**src/rtl/pa_ctrl.sv**
```systemverilog
// Multi-channel PA controller: CPU register block plus one power-up/power-down
// sequencer per channel, so rails never toggle without a settle window.
module pa_ctrl #(
  parameter int N_CH       = 2,
  parameter int MODE_W     = 2,
  parameter int DATA_W     = 32,
  parameter int SETTLE_W   = 16,
  parameter int SETTLE_RST = 100
) (
  input  logic                     clk,
  input  logic                     rst,
  input  logic                     valid,
  input  logic [1:0]               address,
  input  logic [DATA_W-1:0]        wdata,
  input  logic                     wstrb,
  output logic [DATA_W-1:0]        rdata,
  output logic                     ready,
  output logic [N_CH-1:0]          pd,
  output logic [N_CH*MODE_W-1:0]   mode,
  output logic [N_CH-1:0]          on
);

  localparam int MW = N_CH * MODE_W;
  localparam logic [SETTLE_W-1:0] SETTLE_INIT = SETTLE_W'(SETTLE_RST);

  localparam logic [1:0] S_OFF       = 2'd0;
  localparam logic [1:0] S_RAMP_UP   = 2'd1;
  localparam logic [1:0] S_ON        = 2'd2;
  localparam logic [1:0] S_RAMP_DOWN = 2'd3;

  logic [N_CH-1:0]     ctrl_reg;
  logic [MW-1:0]       mode_reg;
  logic [SETTLE_W-1:0] settle_reg;
  logic [N_CH-1:0]     busy;
  logic [DATA_W-1:0]   read_data;
  logic                accept;

  // A held valid during the ready cycle must not start a second access.
  assign accept = valid && !ready;

  always_comb begin
    read_data = '0;
    case (address)
      2'd0: read_data[N_CH-1:0]     = ctrl_reg;
      2'd1: read_data[MW-1:0]       = mode_reg;
      2'd2: read_data[SETTLE_W-1:0] = settle_reg;
      default: begin
        read_data[N_CH-1:0]      = on;
        read_data[2*N_CH-1:N_CH] = busy;
      end
    endcase
  end

  always_ff @(posedge clk or posedge rst) begin
    if (rst) begin
      ready      <= 1'b0;
      rdata      <= '0;
      ctrl_reg   <= '0;
      mode_reg   <= '0;
      settle_reg <= SETTLE_INIT;
    end else begin
      ready <= accept;
      if (accept) begin
        if (wstrb) begin
          case (address)
            2'd0:    ctrl_reg   <= wdata[N_CH-1:0];
            2'd1:    mode_reg   <= wdata[MW-1:0];
            2'd2:    settle_reg <= wdata[SETTLE_W-1:0];
            default: ;
          endcase
        end else begin
          rdata <= read_data;
        end
      end
    end
  end

  for (genvar gi = 0; gi < N_CH; gi++) begin : g_ch
    logic [1:0]          state;
    logic [SETTLE_W-1:0] cnt;
    logic                pd_ch;
    logic                on_ch;
    logic [MODE_W-1:0]   mode_ch;

    // Settle time and mode are captured at ramp entry; later register writes wait.
    always_ff @(posedge clk or posedge rst) begin
      if (rst) begin
        state   <= S_OFF;
        cnt     <= '0;
        pd_ch   <= 1'b1;
        on_ch   <= 1'b0;
        mode_ch <= '0;
      end else begin
        case (state)
          S_OFF: begin
            if (ctrl_reg[gi]) begin
              mode_ch <= mode_reg[gi*MODE_W +: MODE_W];
              cnt     <= settle_reg;
              pd_ch   <= 1'b0;
              state   <= S_RAMP_UP;
            end
          end
          S_RAMP_UP: begin
            if (!ctrl_reg[gi]) begin
              pd_ch <= 1'b1;
              cnt   <= settle_reg;
              state <= S_RAMP_DOWN;
            end else if (cnt == '0) begin
              on_ch <= 1'b1;
              state <= S_ON;
            end else begin
              cnt <= cnt - SETTLE_W'(1);
            end
          end
          S_ON: begin
            if (!ctrl_reg[gi]) begin
              on_ch <= 1'b0;
              pd_ch <= 1'b1;
              cnt   <= settle_reg;
              state <= S_RAMP_DOWN;
            end
          end
          default: begin
            if (cnt == '0) begin
              state <= S_OFF;
            end else begin
              cnt <= cnt - SETTLE_W'(1);
            end
          end
        endcase
      end
    end

    assign busy[gi]                   = (state == S_RAMP_UP) || (state == S_RAMP_DOWN);
    assign pd[gi]                     = pd_ch;
    assign on[gi]                     = on_ch;
    assign mode[gi*MODE_W +: MODE_W]  = mode_ch;
  end

endmodule
```
**config.mk**
```make
export PLATFORM = sky130hd
export DESIGN_NAME = pa_ctrl
export DESIGN_NICKNAME = d
export VERILOG_FILES = /design/src/rtl/pa_ctrl.sv
export SDC_FILE = /design/constraint.sdc
export NUM_CORES = 1
export LEC_CHECK = 0
export CAP_MARGIN = 15
export CORE_ASPECT_RATIO = 0.6
export CORE_MARGIN = 5
export CORE_UTILIZATION = 57
export DETAILED_ROUTE_END_ITERATION = 8
export PLACE_DENSITY = 0.85
export SKIP_LAST_GASP = 1
export SLEW_MARGIN = 20
export SYNTH_ARGS = -nofsm -noshare
export SYNTH_HDL_FRONTEND = slang
export SYNTH_SLANG_ARGS = --single-unit
```
**constraint.sdc**
```tcl
create_clock -name clk -period 7.8 [get_ports clk]
set_input_delay 2.34 -clock clk [delete_from_list [all_inputs] [get_ports clk]]
set_output_delay 2.34 -clock clk [all_outputs]
set_load 0.03 [all_outputs]
```
### Word level (Yosys, flattened, before mapping)

Index checks and enable logic that the tools add are counted.

| operators by class | value |
|---|---|
| equality and inequality tests | 20 |
| multiplexer cells | 39 |
| bitwise operators | 1 |
| add/sub/neg operators | 2 |
| reduce and logical (&&, ||, !) cells | 31 |

Operators by type and width:

| operator | count |
|---|---|
| 2-to-1 mux 16 bit | 8 |
| one-hot mux 16 bit (3 select lines) | 2 |
| zero test 16 bit | 2 |
| subtractor 16 x 1 -> 16 bit (second input constant) | 2 |
| one-hot mux 2 bit (3 select lines) | 4 |
| 2-to-1 mux 2 bit | 10 |
| inequality test 2 bit (second input constant) | 10 |
| AND reduction 4 bit | 4 |
| AND reduction 3 bit | 5 |
| 2-to-1 mux 12 bit | 1 |
| == test 2 bit (second input constant) | 5 |
| 2-to-1 mux 1 bit | 10 |
| AND reduction 2 bit | 5 |
| one-hot mux 1 bit (2 select lines) | 4 |
| nonzero test 2 bit | 4 |
| nonzero test 4 bit | 2 |
| == test 2 x 1 -> 1 bit (second input constant) | 3 |
| zero test 2 bit | 3 |
| inequality test 3 bit (second input constant) | 2 |
| OR reduction 2 bit | 2 |
| logical OR 1 bit | 2 |
| logical AND 1 bit | 1 |
| zero test 1 bit | 1 |
| inverter 1 bit | 1 |

| storage, ports and cells | value |
|---|---|
| logic and storage cells | 108 |
| register bits | 83 |
| output and inout port bits | 41 |

### Logic depth before layout (Yosys ltp)

| logic depth | value |
|---|---|
| word-level depth | 4 |
| depth in mapped cells | 9 |
| gate-level depth less buffers | 7 |

### Least setup slack after synthesis

No wires, ideal clock.

| timing path | value |
|---|---|
| kind | input to register |
| start | in address[1] |
| end | reg settle_reg[0] |
| arrival time | 4.056 ns |
| stages on the path | 6 |
| buffers on the path | 3 |
| library setup time | 0.125 ns |
| data required time | 7.675 ns |
| slack | 3.620 ns |
| cell sequence | clkbuf_1 nor2b_1 and3_1 clkbuf_1 clkbuf_1 mux2_2 |

| on the way | value |
|---|---|
| longest elaborated chain between the ends | 2 |

Ends and longest elaborated chain:

| what | RTL line | source |
|---|---|---|
| start: declaration | 13 | `input logic [1:0] address,` |
| == test 2 bit | 65 | `case (address)` |
| AND reduction 3 bit (no source line) | -- |  |
| end signal: assignment | 68 | `2'd2: settle_reg <= wdata[SETTLE_W-1:0];` |
| end: declaration | 33 | `logic [SETTLE_W-1:0] settle_reg;` |

Every way passes these cells.
A chain may end at the register's enable or synchronous reset.

### Worst setup path after layout

| timing path | value |
|---|---|
| start | in address[1] |
| end | reg settle_reg[13] |

Same word-level chain as after synthesis.

==> impl_metrics.prom <==
# TYPE chip_impl_metric gauge
chip_impl_info{name="run_status",value="finished, final reports clean"} 1
chip_impl_metric{name="power.ir.vdd_worst",unit="V"} 0.0002848
chip_impl_metric{name="boundaryPins",unit=""} 79
chip_impl_metric{name="postRouteWirelength",unit="mm"} 12.44
chip_impl_metric{name="power.static_leakage",unit="nW"} 2.244
chip_impl_metric{name="critical_path_required_time",unit="ps"} 8030
chip_impl_metric{name="io_buffers",unit=""} 46
chip_impl_metric{name="post_synth_edffs",unit=""} 0
chip_impl_metric{name="maxSlewHeadroom",unit="%"} 27.37
chip_impl_metric{name="power_density",unit="nW/µm²"} 420.6
chip_impl_info{name="synth_top_flop_cell",value="dfrtp_1"} 1
chip_impl_metric{name="yosys.area_share.xor_xnor",unit="%"} 0
chip_impl_metric{name="final_max_slew_viols",unit=""} 0
chip_impl_metric{name="route.detailed.drc",unit=""} 0
chip_impl_info{name="startpoint_type",value="input pin"} 1
chip_impl_metric{name="leftover_overflow_at_the_end_of_global_routing",unit=""} 0
chip_impl_info{name="layout_commonest_cell",value="dfrtp_1"} 1
chip_impl_metric{name="layout.filler_cells",unit=""} 609
chip_impl_metric{name="cts_inserted_buffers",unit=""} 9
chip_impl_metric{name="synth_compound_gate_area_share",unit="%"} 19.38
chip_impl_metric{name="synth-seq-area-share",unit="%"} 45.78
chip_impl_metric{name="ys_ff_latch",unit=""} 83
chip_impl_metric{name="avgViaCountPerCell",unit=""} 6.518
chip_impl_metric{name="rows",unit=""} 25
chip_impl_metric{name="worst_skew_pair.late_latency",unit="ps"} 350
chip_impl_metric{name="fmax",unit="GHz"} 0.2145
chip_impl_metric{name="place.gp.congestion",unit=""} 0.9557
chip_impl_metric{name="die_w",unit="µm"} 125.4
chip_impl_metric{name="period_needed",unit="ps"} 4662
chip_impl_metric{name="clock-sinks",unit=""} 83
chip_impl_metric{name="dieArea",unit="µm²"} 9929
chip_impl_metric{name="initial_core_util",unit="%"} 58.19
chip_impl_metric{name="synth_simple_gate_area_share",unit="%"} 17.62
chip_impl_metric{name="final-seq-area",unit="µm²"} 2083
chip_impl_metric{name="worst-endpoint-arrival",unit="ps"} 4890
chip_impl_metric{name="via_count_of_the_first_global_routing_pass",unit=""} 4010
chip_impl_metric{name="vias",unit=""} 4093
chip_impl_metric{name="synth_cell_type_count",unit=""} 51
chip_impl_metric{name="critPathMaxStageDelay",unit="ps"} 820
chip_impl_metric{name="wire_length_of_the_first_global_routing_pass",unit="mm"} 20.66
chip_impl_metric{name="clock-skew-final",unit="ps"} 5.269
chip_impl_info{name="grt_setup_unrepaired",value="false"} 1
chip_impl_info{name="layout_common_cells",value="78 x dfrtp_1, 65 x nand2_1, 46 x o21ai_0, 46 x clkdlybuf4s50_1, 28 x mux2_2"} 1
chip_impl_metric{name="grt_start_max_net_pins",unit=""} 84
chip_impl_metric{name="multi_input_area",unit="µm²"} 2258
chip_impl_metric{name="setup_total_negative_slack",unit="ps"} 0
chip_impl_metric{name="post_route_cells_drive_above_1_share",unit="%"} 11.54
chip_impl_metric{name="ctsLongestPathBuffers",unit=""} 2
chip_impl_metric{name="ys_async_sr_fraction",unit="%"} 100.0
chip_impl_metric{name="critPathMaxFanout",unit=""} 16
chip_impl_metric{name="insertedDiodeCount",unit=""} 0
chip_impl_metric{name="timing.final.crit_share",unit="%"} 59.77
chip_impl_metric{name="synthMuxAreaShare",unit="%"} 8.359
chip_impl_info{name="cpMaxStageDelayCell",value="and3_1"} 1
chip_impl_metric{name="instance_count_of_the_mapped_netlist",unit=""} 478
chip_impl_metric{name="avgRoutedWirePerCell",unit="µm"} 19.81
chip_impl_metric{name="detailed_place.area",unit="µm²"} 5012
chip_impl_metric{name="hpwlAfterDp",unit="mm"} 8.712
chip_impl_metric{name="post-route-cell-area",unit="µm²"} 5335
chip_impl_metric{name="worst_setup_hold_path_clk_slew",unit="ps"} 60
chip_impl_metric{name="cts_setup_buffers",unit=""} 0
chip_impl_metric{name="netlist_area",unit="µm²"} 4551
chip_impl_metric{name="min_delay_path_depth",unit=""} 2
chip_impl_info{name="crit_path_class",value="in2reg"} 1
chip_impl_metric{name="die_height",unit="µm"} 79.21
chip_impl_info{name="clockRootBuffer",value="clkbuf_16"} 1
chip_impl_metric{name="timing.reg2reg.worst_path_depth",unit=""} 5
chip_impl_info{name="dominant_combinational_cell_family_by_area_after_synthesis",value="compound AO/OA/AOI/OAI gates"} 1
chip_impl_info{name="timing.hold.worst.class",value="reg2reg"} 1
chip_impl_metric{name="drt_iter0_markers",unit=""} 483
chip_impl_metric{name="antenna_left",unit=""} 0
chip_impl_metric{name="antenna_found_initial",unit=""} 0
chip_impl_metric{name="synth_fa_ha_area_share",unit="%"} 2.750
chip_impl_info{name="timing.critical_path.to_type",value="register"} 1
chip_impl_metric{name="largest_reg_flops",unit=""} 32
chip_impl_info{name="crit_path_cell_trace",value="clkdlybuf4s50_1 -> nor2b_2 -> and3_1 -> mux2_2"} 1
chip_impl_metric{name="timing.max_cap.violations",unit=""} 0
chip_impl_metric{name="worst_slew_pin_tran",unit="ps"} 1085
chip_impl_metric{name="finalHoldViolCount",unit=""} 0
chip_impl_metric{name="htree_levels",unit=""} 3
chip_impl_info{name="clock_tree_from_tritoncts",value="yes"} 1
chip_impl_metric{name="core_area",unit="µm²"} 7820
chip_impl_metric{name="drt_pre_antenna_iters",unit=""} 5
chip_impl_metric{name="ctsResizeCount",unit=""} 0
chip_impl_metric{name="average_cell_area_after_synthesis",unit="µm²"} 9.520
chip_impl_metric{name="synth-warning-count",unit=""} 0
chip_impl_metric{name="grtUsageTotal",unit="%"} 26.33
chip_impl_metric{name="ctsHoldBuffers",unit=""} 0
chip_impl_metric{name="finalSetupViolations",unit=""} 0
chip_impl_metric{name="nets",unit=""} 563
chip_impl_metric{name="area_growth_syn_to_fin",unit="%"} 17.24
routing by layer:
layer / global-route usage (%) / part of all wire, %
met5: 0 / 0
met4: 9.199 / 2.6
met3: 8.266 / 11
met2: 39.50 / 44
met1: 36.28 / 43
worst paths after layout:
check,start,endpoint,slack [ps]
min in group asynchronous,rst,g_ch[0].state[1],2480
worst max-delay path,address[1],settle_reg[13],3140
max in group asynchronous,rst,g_ch[0].mode_ch[0],4770
worst min register to register,rdata[11],rdata[11],470
worst max register to register,g_ch[1].cnt[6],g_ch[1].cnt[7],4980
worst min-delay path,rdata[11],rdata[11],470
cells in the mapped netlist, types with 3 or more instances:
cell / number / area (µm²)
a31oi_1: 9 / 56.30
nand3_1: 14 / 70.07
nand4_1: 5 / 31.28
nand2b_1: 4 / 25.02
dfrtp_1: 78 / 1952
o211ai_1: 6 / 45.04
ha_1: 10 / 125.1
and3_1: 3 / 18.77
inv_1: 14 / 52.55
a21o_1: 5 / 37.54
nor4_1: 6 / 37.54
and2_1: 4 / 25.02
nor4b_1: 4 / 35.03
a21oi_1: 19 / 95.09
a221o_1: 9 / 90.09
mux2_2: 28 / 315.3
dfstp_2: 5 / 131.4
buf_4: 20 / 150.1
clkbuf_1: 19 / 71.32
o21ai_0: 46 / 230.2
o311ai_0: 8 / 70.07
nand2_1: 65 / 244.0
a32oi_1: 7 / 61.31
a22oi_1: 3 / 22.52
nor2_1: 27 / 101.4
or4_1: 4 / 30.03
nor2b_1: 4 / 25.02
nor3_1: 21 / 105.1
per-stage QoR:
| step | total power [mW] | hold slack (ps) | util, % | cells | worst slack (ps) |
|---|---|---|---|---|---|
| CTS | 2.213 | 482.3 | 68.06 | 628 | 2877 |
| detailed placement | 1.748 | 469.6 | 64.10 | 612 | 2514 |
| global route | 2.377 | 525.9 | 68.22 | 628 | 3024 |
| floorplan | 1.442 | 480.4 | - | 493 | 3331 |
| finish | 2.244 | 474.7 | 68.22 | 628 | 3138 |
| global placement | 1.691 | 460.1 | 64.10 | 612 | 2630 |
kinds of logic after synthesis:
| group | Yosys count |
|---|---|
| compound gates | 132 |
| fa+ha+maj | 10 |
| buf+inv | 53 |
| flops | 83 |
| mux | 32 |
| other cells | 1 |
| simple gates | 167 |
critical path, delay by kind of cell:
family                 cells  cell delay [ps]
buffers and inverters      1              670
AND/OR/NAND/NOR            2             1450
multiplexers               1              420
report_power, final:
part	leakage, nW	switching (mW)	internal [mW]
logic	1.05	0.648	0.401
registers	1.04	0.162	0.576
clock network	0.150	0.177	0.279
cell type report:
class / count / share of cell area, %
clock inverters: 5 / 1.454
multi-input cells: 357 / 42.33
clock buffers: 11 / 4.362
repair buffers: 50 / 9.264
inverters: 14 / 1.008
well taps: 108 / 2.533
flip-flops and latches: 83 / 39.05
Power figures use the tool's default switching activity.
